`config.mk`:
```
export PLATFORM = sky130hd
export DESIGN_NAME = matrix_vec_iter
export DESIGN_NICKNAME = d
export VERILOG_FILES = /design/src/rtl/binary_matrix_pkg.sv /design/src/rtl/matrix_vec_mul.sv /design/src/rtl/matrix_vec_iter.sv
export SDC_FILE = /design/constraint.sdc
export NUM_CORES = 1
export LEC_CHECK = 0
export ABC_AREA = 1
export CORE_UTILIZATION = 35
export DETAILED_ROUTE_END_ITERATION = 12
export GPL_TIMING_DRIVEN = 1
export HOLD_SLACK_MARGIN = 0.05
export PLACE_DENSITY = 0.66
export SYNTH_ARGS = -nofsm -noshare
export SYNTH_HDL_FRONTEND = slang
export SYNTH_SLANG_ARGS = --single-unit
```
`constraint.sdc`:
```
create_clock -name clk -period 1.2 [get_ports clk]
set_input_delay 0.24 -clock clk [delete_from_list [all_inputs] [get_ports clk]]
set_output_delay 0.24 -clock clk [all_outputs]
set_load 0.005 [all_outputs]
```
`src/rtl/binary_matrix_pkg.sv`:
```
// Shared types for the boolean matrix-vector iterator.
// Holds the FSM state encoding and the default iteration-count width.
package binary_matrix_pkg;

    localparam int CNT_W_DEF = 4;

    typedef enum logic [1:0] {
        IDLE = 2'd0,
        RUN  = 2'd1,
        DONE = 2'd2
    } state_t;

endpackage

```
`src/rtl/matrix_vec_mul.sv`:
```
// One boolean-semiring step: [g;h] = [a b; c d] * [e;f].
// Ports: g,h result bits; a,b,c,d matrix bits; e,f vector bits.
module matrix_vec_mul (
    output logic g,
    output logic h,
    input  logic a,
    input  logic b,
    input  logic c,
    input  logic d,
    input  logic e,
    input  logic f
);

    assign g = (a & e) | (b & f);
    assign h = (c & e) | (d & f);

endmodule

```
`src/rtl/matrix_vec_iter.sv`:
```
// Applies a 2x2 boolean matrix to a 2-bit vector n times (optional early exit).
// Ports: in_* job handshake, out_* result handshake, busy when not idle.
module matrix_vec_iter
    import binary_matrix_pkg::*;
#(
    parameter int CNT_W      = CNT_W_DEF,
    parameter int EARLY_EXIT = 1
) (
    input  logic             clk,
    input  logic             rst_n,
    input  logic             in_valid,
    output logic             in_ready,
    input  logic [3:0]       in_m,
    input  logic [1:0]       in_v,
    input  logic [CNT_W-1:0] in_n,
    output logic             out_valid,
    input  logic             out_ready,
    output logic [1:0]       out_v,
    output logic [CNT_W-1:0] out_iters,
    output logic             busy
);

    state_t           state_q;
    state_t           state_d;
    logic [3:0]       m_q;
    logic [1:0]       v_q;
    logic [CNT_W-1:0] rem_q;
    logic [CNT_W-1:0] iter_q;

    logic       g;
    logic       h;
    logic [1:0] step_v;
    logic       fixed_pt;
    logic       last;
    logic       accept;

    matrix_vec_mul u_mul (
        .g (g),
        .h (h),
        .a (m_q[3]),
        .b (m_q[2]),
        .c (m_q[1]),
        .d (m_q[0]),
        .e (v_q[1]),
        .f (v_q[0])
    );

    assign step_v   = {g, h};
    assign fixed_pt = (EARLY_EXIT != 0) && (step_v == v_q);
    assign last     = (rem_q == CNT_W'(1));
    assign accept   = in_valid && (state_q == IDLE);

    always_comb begin
        state_d = state_q;
        unique case (state_q)
            IDLE: begin
                if (in_valid) begin
                    state_d = (in_n == '0) ? DONE : RUN;
                end
            end
            RUN: begin
                if (last || fixed_pt) begin
                    state_d = DONE;
                end
            end
            DONE: begin
                if (out_ready) begin
                    state_d = IDLE;
                end
            end
            default: state_d = IDLE;
        endcase
    end

    always_ff @(posedge clk or negedge rst_n) begin
        if (!rst_n) begin
            state_q <= IDLE;
            m_q     <= '0;
            v_q     <= '0;
            rem_q   <= '0;
            iter_q  <= '0;
        end else begin
            state_q <= state_d;
            if (accept) begin
                m_q    <= in_m;
                v_q    <= in_v;
                rem_q  <= in_n;
                iter_q <= '0;
            end else if (state_q == RUN) begin
                v_q    <= step_v;
                rem_q  <= rem_q - CNT_W'(1);
                iter_q <= iter_q + CNT_W'(1);
            end
        end
    end

    assign in_ready  = (state_q == IDLE);
    assign busy      = (state_q != IDLE);
    assign out_valid = (state_q == DONE);
    assign out_v     = out_valid ? v_q : 2'b00;
    assign out_iters = out_valid ? iter_q : '0;

endmodule

```
After elaboration in Yosys (flattened, before gate mapping)
Index checks and enable logic that the tools add are counted.
{"block": "word_totals", "ramBits": 0, "latch_bits": 0, "n_memories": 0, "output_inout_bits": 9, "in_bits": 14, "wordCells": 40, "register_bits": 16, "mem_bits_ro": 0}
{"block": "classes", "shift": 0, "addsub": 2, "reduce_logical": 7, "multipliers": 0, "n_div": 0, "magnitude_cmp": 0, "eq_ne": 7, "bitwise": 6, "mux": 13}
{"cell": "4-bit 2-to-1 mux", "n": 5}
{"cell": "2-bit 2-to-1 mux", "n": 7}
{"cell": "2-bit case mux with 3 select lines", "n": 1}
{"cell": "4-bit by 1-bit adder with 4-bit output, second input constant", "n": 1}
{"cell": "1-bit bitwise AND", "n": 4}
{"cell": "4-bit by 1-bit == test with 1-bit output, second input constant", "n": 1}
{"cell": "4-bit zero test", "n": 1}
{"cell": "2-bit inequality test, second input constant", "n": 2}
{"cell": "2-bit nonzero test", "n": 2}
{"cell": "4-bit by 1-bit subtractor with 4-bit output, second input constant", "n": 1}
{"cell": "3-bit AND reduction", "n": 1}
{"cell": "2-bit by 1-bit == test with 1-bit output, second input constant", "n": 1}
{"cell": "2-bit == test", "n": 1}
{"cell": "2-bit == test, second input constant", "n": 1}
{"cell": "2-bit zero test", "n": 1}
{"cell": "2-bit by 1-bit inequality test with 1-bit output, second input constant", "n": 1}
{"cell": "1-bit OR", "n": 2}
{"cell": "1-bit logical AND", "n": 1}
{"cell": "1-bit logical OR", "n": 1}

Longest topological paths before layout
{"block": "depth", "ltp_word": 6, "mapped_depth": 7}

Hierarchy
Synthesis repeated with hierarchy kept, for this count alone.
{"block": "unflattened", "hier_cells": 127, "area_unflattened_um2": 904.6}
{"module": "matrix_vec_iter", "seq_area_each_um2": 400.4, "n_inst": 1, "cells_each": 121, "area_each_um2": 882.1}
{"module": "matrix_vec_mul", "seq_area_each_um2": 0.0, "n_inst": 1, "cells_each": 6, "area_each_um2": 22.5}

Least setup slack after synthesis
OpenSTA, ideal clock, no wires.
{"block": "synth_timing", "kind": "register -> register", "from": "register state_q[1]", "to": "register rem_q[1]", "period_less_slack_ps": 1148, "t_required_ps": 1063, "setup_slack_ps": 52, "stages_incl_launch_ff": 7, "arrival_ps": 1011, "setup_time_ps": 137, "cell_sequence": "dfrtp_1 -> nor2_2 -> nand2_4 -> nand2_4 -> inv_2 -> nand2_1 -> o221ai_1"}
{"block": "synth_between", "elab_chain_cells": 3, "word_cells_on_any_way": 5}
{"item": "start: declaration", "line": "matrix_vec_iter.sv:23", "rtl": "state_t state_q;"}
{"item": "start signal: assignment", "line": "matrix_vec_iter.sv:83", "rtl": "state_q <= state_d;"}
{"item": "2-bit zero test *"}
{"item": "via in_ready", "line": "matrix_vec_iter.sv:12", "rtl": "output logic in_ready,"}
{"item": "1-bit logical AND *", "line": "matrix_vec_iter.sv:51", "rtl": "assign accept = in_valid && (state_q == IDLE);"}
{"item": "4-bit 2-to-1 mux / 2-bit nonzero test (equally long branches)"}
{"item": "end signal: assignment", "line": "matrix_vec_iter.sv:87", "rtl": "rem_q <= in_n;"}
{"item": "end signal: assignment", "line": "matrix_vec_iter.sv:91", "rtl": "rem_q <= rem_q - CNT_W'(1);"}
{"item": "end: declaration", "line": "matrix_vec_iter.sv:27", "rtl": "logic [CNT_W-1:0] rem_q;"}
The timed path passes the listed nets; every way through them passes the cells marked *.
A chain may end at the register's enable or synchronous reset.

Worst setup path after layout
{"block": "layout_timing", "from": "register state_q[1]", "to": "output out_v[1]"}
{"block": "layout_between", "elab_chain_cells": 2}
{"item": "2-bit == test", "line": "matrix_vec_iter.sv:99", "rtl": "assign out_valid = (state_q == DONE);"}
{"item": "2-bit 2-to-1 mux", "line": "matrix_vec_iter.sv:100", "rtl": "assign out_v = out_valid ? v_q : 2'b00;"}
{"item": "end: declaration", "line": "matrix_vec_iter.sv:18", "rtl": "output logic [1:0] out_v,"}
Every way passes these cells.

==> out/metrics.yaml <==
ys_warn_count: 0
ff2ff_path_depth: 8
grt-ovfl-total: 0
die_h_um: 52.5
cp_max_fo: 5
ys_seq_area_frac: 0.449
routed_via_density: 4.76
wirelength_um: 2400
post_drt_wl_per_cell_um: 12.0
clk_latency_ns: 0.30
hold_ws_ns: 0.253
initial_core_util: 0.388
critical_path.most_common_cell: "nor2_2"
synth.avg_cell_area_um2: 7.61
status: "complete, but fails checks"
ys.flop_type: "dfrtp_1"
die_area_um2: 2750
cpMaxStageDelayCell: "dfrtp_1"
worstPathRequired_ns: 0.96
antenna_found_initial: 0
p_total_mw: 3.61
rsz0062_at_grt: "yes"
path_class: "flop to output port"
cap_violations: 0
area_growth_pct: 64.6
timing.final.ws_setup_ns: -0.281
setup_tns_ns: -3.63
cp_cell_sequence: "inv_1 > nor2_2 > inv_2 > buf_6 > nor2_2 > buf_2"
gp_congestion: 0.856
period_share: 1.23
ant_nets: 0
io_pins: 23
synth.area.top_cells: "dfrtp_1 (45%), nand2_1 (15%), inv_1 (7.6%), o21ai_0 (5.1%), nor2_1 (5.1%)"
syn_nets: 134
num_antenna_cells: 0
regArea_um2: 400
drc: 0
multi_input_area_um2: 459
synth_area_um2: 891
setup_viol: 25
drive_above_1_share: 0.326
skew_ns: 0.000812
cts_root_buf: "clkbuf_4"
yosys-top-cells-count: "nand2_1 (35), inv_1 (18), dfrtp_1 (16)"
r2r_slack_ns: -0.17
fin_util: 0.638
drtPass1Iterations: 4
clock-sinks: 16
grt_max_degree: 17
vdd_ir_drop_max_v: 0.00127
slowest_delay_ns: 0.36
yosys.area.top_type: "dfrtp_1"
num_vias: 952
worstSetupEndpointType: "output port"
io_buffers: 22
synth_edf_count: 0
yosysMostFrequentCell: "nand2_1"
power.leakage_nw: 0.731
fillers: 209
fp-row-count: 17
hold_class: "input pin to async pin"
violations: "setup timing"
grt_pass1_vias: 908
slew_violations: 0
grt_pass1_wl_um: 3790
synth-async-reset-ratio: 1.00
slew_headroom: 0.829
final_net_count: 190
core_um2: 2300
dp_hpwl_um: 1600
finalHoldViolations: 0
cts_tree: "done"
min_period_ns: 1.48
cts_hold_buf: 0
synth_top_area_share: 0.449
synthCells: 117
htreeDepth: 1
drt-initial-drc-count: 9
critical_path_arrival_ns: 1.24
dieWidth_um: 52.5
clk_pin_slew_ns: 0.10
cts_buffers: 3
synth_cell_types: 17
grt_usage: 0.191
worst_pin_slew_ns: 0.255
ys_ff_latch: 16
max_freq_ghz: 0.675
pwr_density_cell_nw_per_um2: 2460
cts_buffer_depth: 2
cp-start-kind: "flop"
[layer usage]
metal	vias up	wire length, um	track usage
met3	7	92	0.0348
li1	477	-	-
met5	-	0	0
met1	446	1030	0.234
met2	22	1220	0.319
met4	0	52	0.0965
[through the flow]
step | worst slack (ns) | instance area, um^2 | cells
5_1_grt | -0.340 | 1470 | 200
3_3_place_gp | -0.288 | 1300 | 186
6_report | -0.281 | 1470 | 200
2_1_floorplan | 0.0517 | 891 | 117
4_1_cts | -0.286 | 1390 | 197
3_5_place_dp | -0.371 | 1300 | 186
[final cells by class]
class / instances / share of cell area
Multi-Input combinational cell: 80 / 0.313
Inverter: 21 / 0.0640
Tap cell: 28 / 0.0239
Clock buffer: 4 / 0.0247
Sequential cell: 16 / 0.273
Timing Repair inverter: 1 / 0.00597
Timing Repair Buffer: 50 / 0.295
[report_power, final]
part / internal, mW / switching, mW / total, mW
sequential: 0.787 / 0.150 / 0.938
combinational: 1.18 / 1.11 / 2.29
clock: 0.185 / 0.196 / 0.381
total: 2.16 / 1.46 / 3.61
[critical path, delay by kind of cell, from the launching register on]
| kind | cells | cell delay [ns] |
|---|---|---|
| flip-flops | 1 | 0.36 |
| buffers and inverters | 4 | 0.38 |
| AND/OR/NAND/NOR | 2 | 0.20 |
[path summary, 6_finish.rpt]
| kind | startpoint | end |
|---|---|---|
| setup / recovery | state_q[1]$_DFFE_PN0P_ | out_v[1] |
| hold / removal | rst_n | v_q[1]$_DFFE_PN0P_ |
| setup reg to reg | state_q[0]$_DFFE_PN0P_ | v_q[0]$_DFFE_PN0P_ |
| hold reg to reg | m_q[1]$_DFFE_PN0P_ | m_q[1]$_DFFE_PN0P_ |
| max in group asynchronous | rst_n | state_q[0]$_DFFE_PN0P_ |
| min in group clk | in_m[2] | m_q[2]$_DFFE_PN0P_ |
[kinds of logic (layout without fill, tap and decap cells)]
family                     count (synthesis)  after routing  share of synthesized area
AOI/OAI and AO/OA                         16             16                      0.104
xor gates and xnor gates                   4              4                     0.0393
adders and majority gates                  3              3                     0.0421
buffers and inverters                     21             76                     0.0885
DFF                                       16             16                      0.449
and+or+nand+nor                           57             57                      0.277
[flip-flops by register name, indices dropped and copies added (netlist names)]
name,count
m_q,4
rem_q,4
iter_q,4
state_q,2
v_q,2
[cells in the final DEF (no fill, tap or decap), types with 2 or more instances in the layout]
master,count
nand2_1,35
buf_4,21
inv_1,17
dfrtp_1,16
clkdlybuf4s50_1,13
nor2_1,8
buf_2,7
buf_6,7
nand3_1,6
o21ai_1,5
o21ai_0,4
nor2_2,3
nor2_4,3
o211ai_1,3
ha_1,3
clkbuf_4,3
inv_2,2
xor2_1,2
nand2_8,2
xnor2_1,2
[timing repair]
| item | in CTS | in global routing |
|---|---|---|
| gates cloned | 0 | 1 |
| buffers inserted | 7 | 2 |
| setup endpoints to repair | 12 | 25 |
| pin swaps | 7 | 1 |
| gates resized for setup | 50 | 13 |
Note: power is estimated with default switching activity, not from simulation.
